==> config.mk <==
export PLATFORM = sky130hd
export DESIGN_NAME = jtag_led_tap
export DESIGN_NICKNAME = d
export VERILOG_FILES = /design/src/rtl/jtag_pkg.sv /design/src/rtl/jtag_tap_fsm.sv /design/src/rtl/jtag_led_tap.sv
export SDC_FILE = /design/constraint.sdc
export NUM_CORES = 1
export LEC_CHECK = 0
export CORE_MARGIN = 2
export CORE_UTILIZATION = 40
export CTS_CLUSTER_SIZE = 14
export DETAILED_ROUTE_END_ITERATION = 8
export GPL_TIMING_DRIVEN = 0
export PLACE_DENSITY = 0.63
export SLEW_MARGIN = 20
export SYNTH_ARGS = -nofsm -noshare
export SYNTH_HDL_FRONTEND = slang
export SYNTH_SLANG_ARGS = --single-unit
==> constraint.sdc <==
create_clock -name TCK -period 7.4 [get_ports TCK]
set_input_delay 1.48 -clock TCK [delete_from_list [all_inputs] [get_ports TCK]]
set_output_delay 1.48 -clock TCK [all_outputs]
set_load 0.01 [all_outputs]
==> src/rtl/jtag_pkg.sv <==
// ---------------------------------------------------------------------------
// jtag_pkg
// Shared definitions for the JTAG LED TAP:
//   - tap_state_t : the 16 IEEE 1149.1 TAP controller states, using the
//                   conventional 4-bit encodings that appear on TAP_STATE.
//   - IDCODE, LED_WR, SW_RD, BYPASS : 4-bit instruction codes. They are
//                   zero-extended when the instruction register is wider.
// ---------------------------------------------------------------------------
package jtag_pkg;

    typedef enum logic [3:0] {
        EXIT2_DR         = 4'h0,
        EXIT1_DR         = 4'h1,
        SHIFT_DR         = 4'h2,
        PAUSE_DR         = 4'h3,
        SELECT_IR_SCAN   = 4'h4,
        UPDATE_DR        = 4'h5,
        CAPTURE_DR       = 4'h6,
        SELECT_DR_SCAN   = 4'h7,
        EXIT2_IR         = 4'h8,
        EXIT1_IR         = 4'h9,
        SHIFT_IR         = 4'hA,
        PAUSE_IR         = 4'hB,
        RUN_TEST_IDLE    = 4'hC,
        UPDATE_IR        = 4'hD,
        CAPTURE_IR       = 4'hE,
        TEST_LOGIC_RESET = 4'hF
    } tap_state_t;

    localparam logic [3:0] IDCODE = 4'h1;
    localparam logic [3:0] LED_WR = 4'h2;
    localparam logic [3:0] SW_RD  = 4'h3;
    localparam logic [3:0] BYPASS = 4'hF;

    // Widest data register the block can select (IDCODE, LED and switches are
    // all limited to 32 bits).
    localparam int DR_MAX_W = 32;

endpackage

==> src/rtl/jtag_tap_fsm.sv <==
// ---------------------------------------------------------------------------
// jtag_tap_fsm
// IEEE 1149.1 TAP controller: state register and TMS-driven next-state logic.
// Ports:
//   TCK   in  : test clock, all transitions on the rising edge
//   TRST  in  : synchronous active-high reset to TEST_LOGIC_RESET
//   TMS   in  : mode select, sampled on the TCK rising edge
//   state out : current TAP state
// ---------------------------------------------------------------------------
module jtag_tap_fsm
    import jtag_pkg::*;
(
    input  logic       TCK,
    input  logic       TRST,
    input  logic       TMS,
    output tap_state_t state
);

    tap_state_t state_q, state_d;

    always_ff @(posedge TCK) begin
        if (TRST) begin
            state_q <= TEST_LOGIC_RESET;
        end else begin
            state_q <= state_d;
        end
    end

    always_comb begin
        state_d = state_q;
        case (state_q)
            TEST_LOGIC_RESET: state_d = TMS ? TEST_LOGIC_RESET : RUN_TEST_IDLE;
            RUN_TEST_IDLE:    state_d = TMS ? SELECT_DR_SCAN   : RUN_TEST_IDLE;
            SELECT_DR_SCAN:   state_d = TMS ? SELECT_IR_SCAN   : CAPTURE_DR;
            CAPTURE_DR:       state_d = TMS ? EXIT1_DR         : SHIFT_DR;
            SHIFT_DR:         state_d = TMS ? EXIT1_DR         : SHIFT_DR;
            EXIT1_DR:         state_d = TMS ? UPDATE_DR        : PAUSE_DR;
            PAUSE_DR:         state_d = TMS ? EXIT2_DR         : PAUSE_DR;
            EXIT2_DR:         state_d = TMS ? UPDATE_DR        : SHIFT_DR;
            UPDATE_DR:        state_d = TMS ? SELECT_DR_SCAN   : RUN_TEST_IDLE;
            SELECT_IR_SCAN:   state_d = TMS ? TEST_LOGIC_RESET : CAPTURE_IR;
            CAPTURE_IR:       state_d = TMS ? EXIT1_IR         : SHIFT_IR;
            SHIFT_IR:         state_d = TMS ? EXIT1_IR         : SHIFT_IR;
            EXIT1_IR:         state_d = TMS ? UPDATE_IR        : PAUSE_IR;
            PAUSE_IR:         state_d = TMS ? EXIT2_IR         : PAUSE_IR;
            EXIT2_IR:         state_d = TMS ? UPDATE_IR        : SHIFT_IR;
            UPDATE_IR:        state_d = TMS ? SELECT_DR_SCAN   : RUN_TEST_IDLE;
            default:          state_d = TEST_LOGIC_RESET;
        endcase
    end

    assign state = state_q;

endmodule

==> src/rtl/jtag_led_tap.sv <==
// ---------------------------------------------------------------------------
// jtag_led_tap
// JTAG test-access port giving a host access to an IDCODE, a writable LED
// register and the board switches over TMS/TDI/TDO.
// Ports:
//   TCK       in            : sole clock
//   TRST      in            : synchronous active-high reset
//   TMS       in            : TAP mode select
//   TDI       in            : serial data in
//   TDO       out           : registered serial data out
//   SWITCH    in  SW_COUNT  : synchronised board switches
//   LED       out LED_COUNT : LED drive
//   TAP_STATE out 4         : current TAP state encoding
// Optional feature macro: JTAG_SWITCH_OVERRIDE_EN
//   When defined, SWITCH[0]=0 forces the LED pins to LED_RESET while the LED
//   register itself keeps updating and remains readable.
// ---------------------------------------------------------------------------
module jtag_led_tap
    import jtag_pkg::*;
#(
    parameter int                   LED_COUNT  = 8,
    parameter int                   SW_COUNT   = 1,
    parameter int                   IR_WIDTH   = 4,
    parameter logic [31:0]          IDCODE_VAL = 32'h1000_0001,
    parameter logic [LED_COUNT-1:0] LED_RESET  = LED_COUNT'(8'b10011001)
) (
    input  logic                 TCK,
    input  logic                 TRST,
    input  logic                 TMS,
    input  logic                 TDI,
    output logic                 TDO,
    input  logic [SW_COUNT-1:0]  SWITCH,
    output logic [LED_COUNT-1:0] LED,
    output logic [3:0]           TAP_STATE
);

    // Counter must be able to exceed both the longest DR and the IR length.
    localparam int CNT_W = $clog2(((IR_WIDTH > DR_MAX_W) ? IR_WIDTH : DR_MAX_W) + 2);

    tap_state_t state;

    logic [IR_WIDTH-1:0]  ir_q, ir_d;
    logic [IR_WIDTH-1:0]  ir_sr_q, ir_sr_d;
    logic [DR_MAX_W-1:0]  dr_sr_q, dr_sr_d;
    logic [LED_COUNT-1:0] led_q, led_d;
    logic                 tdo_q, tdo_d;
    logic [CNT_W-1:0]     shift_cnt_q, shift_cnt_d;

    logic [4:0]           dr_msb;
    logic [DR_MAX_W-1:0]  dr_capture;
    logic                 sel_led;
    logic                 dr_done;
    logic                 ir_done;

    jtag_tap_fsm u_fsm (
        .TCK   (TCK),
        .TRST  (TRST),
        .TMS   (TMS),
        .state (state)
    );

    // Instruction decode: selected DR length (as its MSB index) and capture
    // value. Unknown codes fall through to the 1-bit bypass register.
    always_comb begin
        dr_msb     = 5'd0;
        dr_capture = '0;
        sel_led    = 1'b0;
        if (ir_q == IR_WIDTH'(IDCODE)) begin
            dr_msb     = 5'(DR_MAX_W - 1);
            dr_capture = IDCODE_VAL;
        end else if (ir_q == IR_WIDTH'(LED_WR)) begin
            dr_msb     = 5'(LED_COUNT - 1);
            dr_capture = DR_MAX_W'(led_q);
            sel_led    = 1'b1;
        end else if (ir_q == IR_WIDTH'(SW_RD)) begin
            dr_msb     = 5'(SW_COUNT - 1);
            dr_capture = DR_MAX_W'(SWITCH);
        end else if (ir_q == IR_WIDTH'(BYPASS)) begin
            dr_msb     = 5'd0;
            dr_capture = '0;
        end
    end

    // An UPDATE is honoured only once a full register length has been shifted
    // since CAPTURE, so escaping a scan early (e.g. the five-TMS=1 path to
    // TEST_LOGIC_RESET, which walks through UPDATE_DR) never commits a
    // partially shifted value.
    assign dr_done = (shift_cnt_q > CNT_W'(dr_msb));
    assign ir_done = (shift_cnt_q >= CNT_W'(IR_WIDTH));

    always_comb begin
        ir_d        = ir_q;
        ir_sr_d     = ir_sr_q;
        dr_sr_d     = dr_sr_q;
        led_d       = led_q;
        tdo_d       = 1'b0;
        shift_cnt_d = shift_cnt_q;
        case (state)
            TEST_LOGIC_RESET: begin
                ir_d = IR_WIDTH'(IDCODE);
            end
            CAPTURE_IR: begin
                ir_sr_d     = IR_WIDTH'(1);
                shift_cnt_d = '0;
            end
            SHIFT_IR: begin
                ir_sr_d = {TDI, ir_sr_q[IR_WIDTH-1:1]};
                tdo_d   = ir_sr_q[0];
                if (shift_cnt_q != '1) shift_cnt_d = shift_cnt_q + CNT_W'(1);
            end
            UPDATE_IR: begin
                if (ir_done) ir_d = ir_sr_q;
            end
            CAPTURE_DR: begin
                dr_sr_d     = dr_capture;
                shift_cnt_d = '0;
            end
            SHIFT_DR: begin
                // TDI enters at the MSB of the selected register's length;
                // bits above it stay zero from the capture.
                dr_sr_d         = dr_sr_q >> 1;
                dr_sr_d[dr_msb] = TDI;
                tdo_d           = dr_sr_q[0];
                if (shift_cnt_q != '1) shift_cnt_d = shift_cnt_q + CNT_W'(1);
            end
            UPDATE_DR: begin
                if (sel_led && dr_done) led_d = dr_sr_q[LED_COUNT-1:0];
            end
            default: ;
        endcase
    end

    always_ff @(posedge TCK) begin
        if (TRST) begin
            ir_q        <= IR_WIDTH'(IDCODE);
            ir_sr_q     <= '0;
            dr_sr_q     <= '0;
            led_q       <= LED_RESET;
            tdo_q       <= 1'b0;
            shift_cnt_q <= '0;
        end else begin
            ir_q        <= ir_d;
            ir_sr_q     <= ir_sr_d;
            dr_sr_q     <= dr_sr_d;
            led_q       <= led_d;
            tdo_q       <= tdo_d;
            shift_cnt_q <= shift_cnt_d;
        end
    end

    assign TDO       = tdo_q;
    assign TAP_STATE = state;

`ifdef JTAG_SWITCH_OVERRIDE_EN
    assign LED = SWITCH[0] ? led_q : LED_RESET;
`else
    assign LED = led_q;
`endif

endmodule
; Yosys cells after proc, flatten, opt, wreduce, memory -nomap -nowiden
; Index checks and enable logic that the tools add are counted.
[totals]
register_bits = 59
in_bits = 5
out_inout_bits = 13
elab_cells = 78
[classes]
addsub = 1
magnitude_cmp = 4
n_eq_ne = 21
n_mux = 30
n_reduce_logical = 15
[op_table]
columns = operator, count
row1 = 32-bit case mux with 2 select lines, 1
row2 = 4-bit case mux with 12 select lines, 1
row3 = 32-bit bitwise mux, 1
row4 = 4-bit == test (second input constant), 8
row5 = 29-bit 2-to-1 mux, 1
row6 = 4-bit by 2-bit == test with 1-bit output (second input constant), 4
row7 = 4-bit by 3-bit == test with 1-bit output (second input constant), 4
row8 = 4-bit case mux with 2 select lines, 2
row9 = 3-bit 2-to-1 mux, 5
row10 = 2-bit 2-to-1 mux, 6
row11 = 6-bit case mux with 2 select lines, 1
row12 = 4-bit by 1-bit == test with 1-bit output (second input constant), 2
row13 = 4-bit 2-to-1 mux, 2
row14 = 8-bit 2-to-1 mux, 1
row15 = 2-bit nonzero test, 4
row16 = 2-bit OR reduction, 4
row17 = 6-bit by 1-bit adder with 6-bit output (second input constant), 1
row18 = 6-bit by 3-bit >= comparator with 1-bit output (second input constant), 1
row19 = 6-bit by 5-bit > comparator with 1-bit output, 1
row20 = 5-bit by 6-bit < comparator with 1-bit output (second input constant), 1
row21 = 6-bit 2-to-1 mux, 1
row22 = 6-bit != test (second input constant), 1
row23 = 2-bit AND reduction, 3
row24 = 1-bit demux with 5-bit select, 1
row25 = 9 further kinds, 14

; Logic depth before layout (Yosys ltp)
; Gate-level depths: netlist of the first run.
[logic_depth]
ltp_word = 9
mapped_depth = 10
ltp_nobuf = 9

; Cells and area by module
; A second synthesis of the first run with hierarchy kept.
[hier_totals]
hier_cells = 313
area_unflattened_um2 = 2678.8
[by_module_without_submodules]
columns = module, n_inst, cells_each, area_each_um2, seq_area_each_um2
row1 = jtag_led_tap, 1, 291, 2488.6, 1101.1
row2 = jtag_tap_fsm, 1, 22, 190.2, 80.1

; Least setup slack after synthesis of the first run
; OpenSTA, ideal clock, no wires.
[synth_timing]
kind = register -> register
from = register ir_q[2]
to = register led_q[0] (netlist: LED[0])
setup_ps = 72
arrival_time_ps = 2495
required_ps = 7328
path_slack_ps = 4833
stages_incl_launch_ff = 11
path_buffers = 1
synth_period_minus_slack_ps = 2567
cell_sequence = dfxtp_1 > or2_1 > clkbuf_1 > nor3b_1 > inv_1 > ha_1 > and3b_2 > o221ai_1 > nor3b_2 > a311oi_4 > mux2i_1
[synth_via]
elab_chain_cells = 6
elab_cells_between_ends = 9
classes_between = order compare (1) / eq/ne (2) / mux (4) / reduce/logical (2)
[synth_lines]
columns = item, line
row1 = "start, declared", jtag_led_tap.sv:42  ; logic [IR_WIDTH-1:0] ir_q, ir_d;
row2 = "start signal, assigned", jtag_led_tap.sv:135  ; ir_q <= IR_WIDTH'(IDCODE);
row3 = "start signal, assigned", jtag_led_tap.sv:142  ; ir_q <= ir_d;
row4 = 4-bit by 2-bit == test with 1-bit output, jtag_led_tap.sv:71  ; end else if (ir_q == IR_WIDTH'(LED_WR)) begin
row5 = 3-bit 2-to-1 mux, jtag_led_tap.sv:71
row6 = 5-bit 2-to-1 mux, jtag_led_tap.sv:68  ; if (ir_q == IR_WIDTH'(IDCODE)) begin
row7 = 6-bit by 5-bit > comparator with 1-bit output, jtag_led_tap.sv:88  ; assign dr_done = (shift_cnt_q > CNT_W'(dr_msb));
row8 = 1-bit logical AND *, jtag_led_tap.sv:127  ; if (sel_led && dr_done) led_d = dr_sr_q[LED_COUNT-1:0];
row9 = 2-bit AND reduction (no line) *, --
row10 = "end signal, assigned", jtag_led_tap.sv:145  ; led_q <= led_d;
row11 = "end, declared", jtag_led_tap.sv:45  ; logic [LED_COUNT-1:0] led_q, led_d;
; Every way passes the cells marked *; elsewhere a longest branch is shown, timed or not.
; A chain may end at the register's enable or synchronous reset.

; Final worst setup path of the first run
[layout_timing]
from = register ir_q[2]
to = register led_q[2] (netlist: LED[2])
; Same word-level chain as after synthesis.

==> flow_metrics.env, run 1 <==
export IMPL_synth_seq_cells=59
export IMPL_synth_top_area_share=0.429
export IMPL_combPwrFrac=0.125
export IMPL_insertedDiodeCount=0
export IMPL_fin_worst_skew_ps=5.83
export IMPL_finalSetupViolCount=0
export IMPL_io_pins=18
export IMPL_layout_area_seq_sq_um=1180
export IMPL_status="finished, final reports clean"
export IMPL_fin_crit_sh=0.427
export IMPL_postCtsResizedCells=0
export IMPL_critical_path_max_stage_delay_ps=610
export IMPL_p_sw_uw=175
export IMPL_final_layout_size_suffix_gt1_frac=0.0582
export IMPL_finalSetupTns_ps=0
export IMPL_ir_worst_vdd_uv=130
export IMPL_hpwlAfterDp_mm=4.33
export IMPL_synth_edff_count=0
export IMPL_ant_nets=0
export IMPL_path_clk_slew_ps=60
export IMPL_start_util=0.410
export IMPL_drc=0
export IMPL_pwr_share_clk=0.371
export IMPL_gp_congestion=0.773
export IMPL_nets=366
export IMPL_area_growth_pct=15.4
export IMPL_gr_total_overflow=0
export IMPL_fmax_mhz=316
export IMPL_htree_num_levels=3
export IMPL_min_period_ps=3160
export IMPL_post_cts_repair_setup_buffers=0
export IMPL_cts_buffers=9
export IMPL_pwr_share_seq=0.505
export IMPL_ys_seq_area_frac=0.429
export IMPL_power_density_nw_per_um2=205
export IMPL_ys_warn_count=0
export IMPL_crit_type="reg2reg"
export IMPL_vias=2353
export IMPL_path_max_fanout=8
export IMPL_final_hold_violation_count=0
export IMPL_required_ps=7670
export IMPL_final_common_cell="dfxtp_1"
export IMPL_track_usage=0.174
export IMPL_avgSynthCellArea_sq_um=8.39
export IMPL_synthFlopType="dfxtp_1"
export IMPL_cts_sinks=59
export IMPL_netlist_area_sq_um=2750
export IMPL_tritoncts="built"
export IMPL_avgRoutedWirePerCell_microns=14.0
export IMPL_hold_ws_ps=450
export IMPL_crit_chain="or2_1, clkbuf_1, nor3b_1, inv_1, ha_1, and3b_2, o221ai_1, nor3b_2, a311oi_4, mux2i_1"
export IMPL_max_slew_margin=0.508
export IMPL_io_buffers=17
export IMPL_multi_input_area_sq_um=1450
export IMPL_drtIter0Drc=146
export IMPL_start_kind="flip-flop"
export IMPL_die_height_microns=87.0
export IMPL_end_kind="flip-flop"
export IMPL_cp_slowest_cell="a311oi_4"
export IMPL_rows=30
export IMPL_clk_path_buf_depth=2
export IMPL_worstHoldPathType="reg2reg"
export IMPL_routed_wl_mm=6.16
export IMPL_async_reset_ff_frac=0
export IMPL_avgViaCountPerCell=5.34
export IMPL_worstMarginPinSlew_ps=737
export IMPL_yosys_top_cells_area="dfxtp_1, a21oi_1, nand3b_1, nand2_1, nor2_1"
export IMPL_crit_arrival_ps=3430
export IMPL_grt_pass1_wl_mm=10.2
export IMPL_drv_cap=0
export IMPL_synth_cells=328
export IMPL_leakagePower_nw=1.09
export IMPL_ys_types=42
export IMPL_grt_antenna_before_repair=0
export IMPL_layout_common_cells="dfxtp_1, a21oi_1, nand2_1, nor2_1, clkbuf_1"
export IMPL_core_area_sq_um=6720
export IMPL_die_area_sq_um=7560
export IMPL_yosys_area_top_type="dfxtp_1"
export IMPL_worstSkewPairLatency_ps=340
export IMPL_syn_nets=338
export IMPL_slew_violations=0
export IMPL_die_x_microns=87.0
export IMPL_p_sw_frac=0.270
export IMPL_grt_pass1_vias=2066
export IMPL_grt_start_max_net_pins=11
export IMPL_cts_hold_buf=0
export IMPL_fill_cells=642
export IMPL_rsz0062_at_grt="false"
export IMPL_root_buffer="clkbuf_8"
export IMPL_dr_pass1_iters=4
export IMPL_internal_power_uw=475
## metal layers
layer  vias to the layer above  GRT usage  routed length, microns
met5                         -          0                       0
met1                      1092      0.239                    2980
met4                         0     0.0639                      90
met3                         9     0.0578                     321
li1                       1202          -                       -
met2                        50      0.253                    2770
## layout make-up
| class | count | area share |
|---|---|---|
| buffer | 25 | 0.0295 |
| clock buffer | 13 | 0.0437 |
| clock inverter | 3 | 0.00473 |
| inverter | 7 | 0.00827 |
| multi-input combinational | 237 | 0.457 |
| sequential | 59 | 0.372 |
| tap | 80 | 0.0315 |
| timing repair buffer | 17 | 0.0536 |
## sequential cells by signal, indices dropped and copies added, names as in the netlist
| name | cells |
|---|---|
| ir_q | 4 |
| TDO | 1 |
| ir_sr_q | 4 |
| shift_cnt_q | 6 |
| dr_sr_q | 32 |
| LED | 8 |
| u_fsm.state | 4 |
## stage by stage
| step | std cells | setup WS [ps] | cell area, sq um | power [mW] | util |
|---|---|---|---|---|---|
| after detailed placement | 425 | 4230 | 3020 | 0.415 | 0.450 |
| after CTS | 441 | 4220 | 3180 | 0.659 | 0.473 |
| after global placement | 425 | 4260 | 3020 | 0.415 | 0.450 |
| after floorplan | 328 | 4830 | 2750 | 0.390 | - |
| final | 441 | 4240 | 3180 | 0.650 | 0.473 |
| after global routing | 441 | 4040 | 3180 | 0.681 | 0.473 |
## worst paths after layout
path	start	end	slack, ps	depth (start not counted)
setup / recovery	ir_q[2]	LED[2]	4240	10
hold / removal	dr_sr_q[29]	dr_sr_q[29]	450	2
setup reg to reg	ir_q[2]	LED[2]	4240	10
hold reg to reg	dr_sr_q[29]	dr_sr_q[29]	450	2
## critical path, delay by kind of cell (launching register included)
kind	cells	cell delay (ps)
multiplexers	1	260
buffers and inverters	2	280
AND/OR/NAND/NOR	4	1150
flip-flops	1	340
adder cells (fa/ha/maj)	1	320
AO/OA/AOI/OAI	2	720
## kinds of logic (layout without fill, tap and decap cells)
kind of cell / Yosys count / count (layout) / synth area share
AO/OA/AOI/OAI: 67 / 67 / 0.157
XOR/XNOR: 1 / 1 / 0.00318
adder cells (fa/ha/maj): 5 / 5 / 0.0227
buffers and inverters: 32 / 65 / 0.0436
flip-flops: 59 / 59 / 0.429
multiplexers: 13 / 13 / 0.0477
AND/OR/NAND/NOR: 151 / 151 / 0.297
## Yosys cell counts (5+ instances only)
library cell,instances
ha_1,5
nand2b_1,11
inv_1,7
dfxtp_1,59
nor2b_1,10
nor2_1,33
a21oi_1,37
clkbuf_1,24
o21ai_0,5
nand2_1,35
nand3b_1,22
mux2i_1,12
nand3_1,12
nor3_1,11
a311oi_1,6
## power by group through the flow
stage | registers [mW] | logic [mW] | clock network, mW
finish | 0.328 | 0.0810 | 0.241
global route | 0.328 | 0.0895 | 0.263
CTS | 0.328 | 0.0809 | 0.250
detailed placement | 0.335 | 0.0806 | 0
global placement | 0.335 | 0.0799 | 0
floorplan | 0.335 | 0.0554 | 0
(Power assumes the default switching activity.)
==> run 2: changes to the inputs <==
--- a/config.mk
+++ b/config.mk
@@ -10,7 +10,7 @@
 export CTS_CLUSTER_SIZE = 14
 export DETAILED_ROUTE_END_ITERATION = 8
 export GPL_TIMING_DRIVEN = 0
-export PLACE_DENSITY = 0.63
+export PLACE_DENSITY = 0.65
 export SLEW_MARGIN = 20
 export SYNTH_ARGS = -nofsm -noshare
 export SYNTH_HDL_FRONTEND = slang
==> constraint.sdc (replaced) <==
create_clock -name TCK -period 2.9 [get_ports TCK]
set_input_delay 0.58 -clock TCK [delete_from_list [all_inputs] [get_ports TCK]]
set_output_delay 0.58 -clock TCK [all_outputs]
set_load 0.01 [all_outputs]
==> run 2 against run 1 <==
Compared with the run above: non-clock buffer count up 2; first-iteration DRC count up 16%; clock power rose to 3.3 times the previous value; combinational power rose to 2.6 times the previous value; clock skew up 1.5 ps; final area up 3.0%; count of clock-buffer cells in the layout down 2; critical path type unchanged; largest cell class unchanged.
==> flow_metrics.env, run 2 (synthesized netlist as in run 1, its figures left out) <==
export IMPL_status="finished, final reports clean"
export IMPL_die_area_sq_um=7560
export IMPL_gr_total_overflow=0
export IMPL_largest_reg_flops=32
export IMPL_fin_worst_skew_ps=7.33
export IMPL_ir_worst_vdd_uv=316
export IMPL_worstSkewPairLatency_ps=340
export IMPL_placed_cell_area_sq_um=3020
export IMPL_hp_start="dr_sr_q[20]"
export IMPL_max_slew_margin=0.560
export IMPL_path_clk_slew_ps=60
export IMPL_avgViaCountPerCell=5.41
export IMPL_finalNonFillerCells=443
export IMPL_nets=368
export IMPL_area_growth_pct=18.8
export IMPL_dpl_cell_count=425
export IMPL_worstMarginPinSlew_ps=657
export IMPL_io_pins=18
export IMPL_crit_type="reg2reg"
export IMPL_insertedDiodeCount=0
export IMPL_vias=2398
export IMPL_required_ps=3170
export IMPL_grt_pass1_wl_mm=10.7
export IMPL_gp_congestion=0.757
export IMPL_drc=0
export IMPL_io_buffers=17
export IMPL_routed_wl_mm=6.35
export IMPL_top_register="dr_sr_q"
export IMPL_critical_path_max_stage_delay_ps=340
export IMPL_worstHoldPathType="reg2reg"
export IMPL_dr_pass1_iters=4
export IMPL_start_util=0.410
export IMPL_layout_common_cells="dfxtp_1, a21oi_1, nand2_1, nor2_1, clkbuf_1"
export IMPL_ant_nets=0
export IMPL_finalPower_mw=1.85
export IMPL_die_x_microns=87.0
export IMPL_power_density_nw_per_um2=567
export IMPL_drv_cap=0
export IMPL_drtIter0Drc=169
export IMPL_fin_crit_sh=0.908
export IMPL_final_hold_violation_count=0
export IMPL_die_height_microns=87.0
export IMPL_start_kind="flip-flop"
export IMPL_grt_pass1_vias=2270
export IMPL_final_area_sq_um=3270
export IMPL_ff2ff_setup_slack_ps=270
export IMPL_grt_antenna_before_repair=0
export IMPL_rows=30
export IMPL_hold_ws_ps=450
export IMPL_hpwlAfterDp_mm=4.40
export IMPL_crit_arrival_ps=2900
export IMPL_htree_num_levels=3
export IMPL_dp_slack_ps=-240
export IMPL_fin_ws_ps=266
export IMPL_rr_startpoint="ir_q[2]"
export IMPL_grt_start_max_net_pins=11
export IMPL_finalSetupViolCount=0
export IMPL_cts_sinks=59
export IMPL_core_area_sq_um=6720
export IMPL_path_max_fanout=8
export IMPL_fill_cells=662
export IMPL_avgRoutedWirePerCell_microns=14.3
export IMPL_clk_path_buf_depth=2
export IMPL_rsz0062_at_grt="false"
export IMPL_root_buffer="clkbuf_8"
export IMPL_end_kind="flip-flop"
export IMPL_slew_violations=0
export IMPL_crit_chain="or2_1, clkbuf_1, nor3b_4, inv_1, ha_1, and3b_2, o221ai_1, nor3b_2, a311oi_4, buf_12, mux2i_1"
export IMPL_cts_buffers=9
export IMPL_cp_slowest_cell="dfxtp_1"
export IMPL_crit_start="ir_q[2]"
export IMPL_min_period_ps=2630
export IMPL_leakagePower_nw=1.13
export IMPL_track_usage=0.182
export IMPL_tritoncts="built"
export IMPL_final_layout_size_suffix_gt1_frac=0.0716
export IMPL_fmax_mhz=380
export IMPL_final_common_cell="dfxtp_1"
export IMPL_cts_hold_buf=0
-- run 2: metrics by stage --
stage	utilization	TNS, ps
final	0.487	0
after global routing	0.487	0
after CTS	0.485	0
after global placement	0.450	-1310
after detailed placement	0.450	-1850
after floorplan	-	0
-- run 2: worst max-delay path, delay by kind of cell (launching register included) --
family / cells / cell delay (ps)
buffers and inverters: 3 / 440
multiplexers: 1 / 190
flip-flops: 1 / 340
adder cells (fa/ha/maj): 1 / 290
AND/OR/NAND/NOR: 4 / 880
AO/OA/AOI/OAI: 2 / 410
-- run 2: power by group --
part	switching, mW	internal (mW)
clock network	0.323	0.481
registers	0.0121	0.824
logic	0.130	0.0820
total	0.466	1.39
-- run 2: path summary, 6_finish.rpt --
kind / endpoint / depth (start not counted)
worst max-delay path: LED[6] / 11
worst min-delay path: dr_sr_q[20] / 2
worst max register to register: LED[6] / 11
worst min register to register: dr_sr_q[20] / 2
-- run 2: cell type report --
class	instances	area, sq um	share of cell area
multi-input combinational	237	1460	0.447
sequential	59	1180	0.361
inverter	7	26.3	0.00803
timing repair buffer	19	198	0.0604
buffer	25	93.8	0.0287
tap	80	100	0.0306
clock buffer	11	131	0.0402
clock inverter	5	77.6	0.0237
-- run 2: timing repair --
item / 4_1_cts / 5_1_grt
resized for setup: 1 / 1
setup endpoints to repair: 8 / 8
pin swaps: 1 / 1
buffers inserted: 1 / 1
gates cloned: 0 / 0
-- run 2: routing by layer --
metal,GRT usage,vias up,part of all wire
met3,0.0502,7,0.037
met4,0.0682,0,0.013
met2,0.289,38,0.46
li1,-,1206,-
met5,0,-,0
met1,0.236,1147,0.49
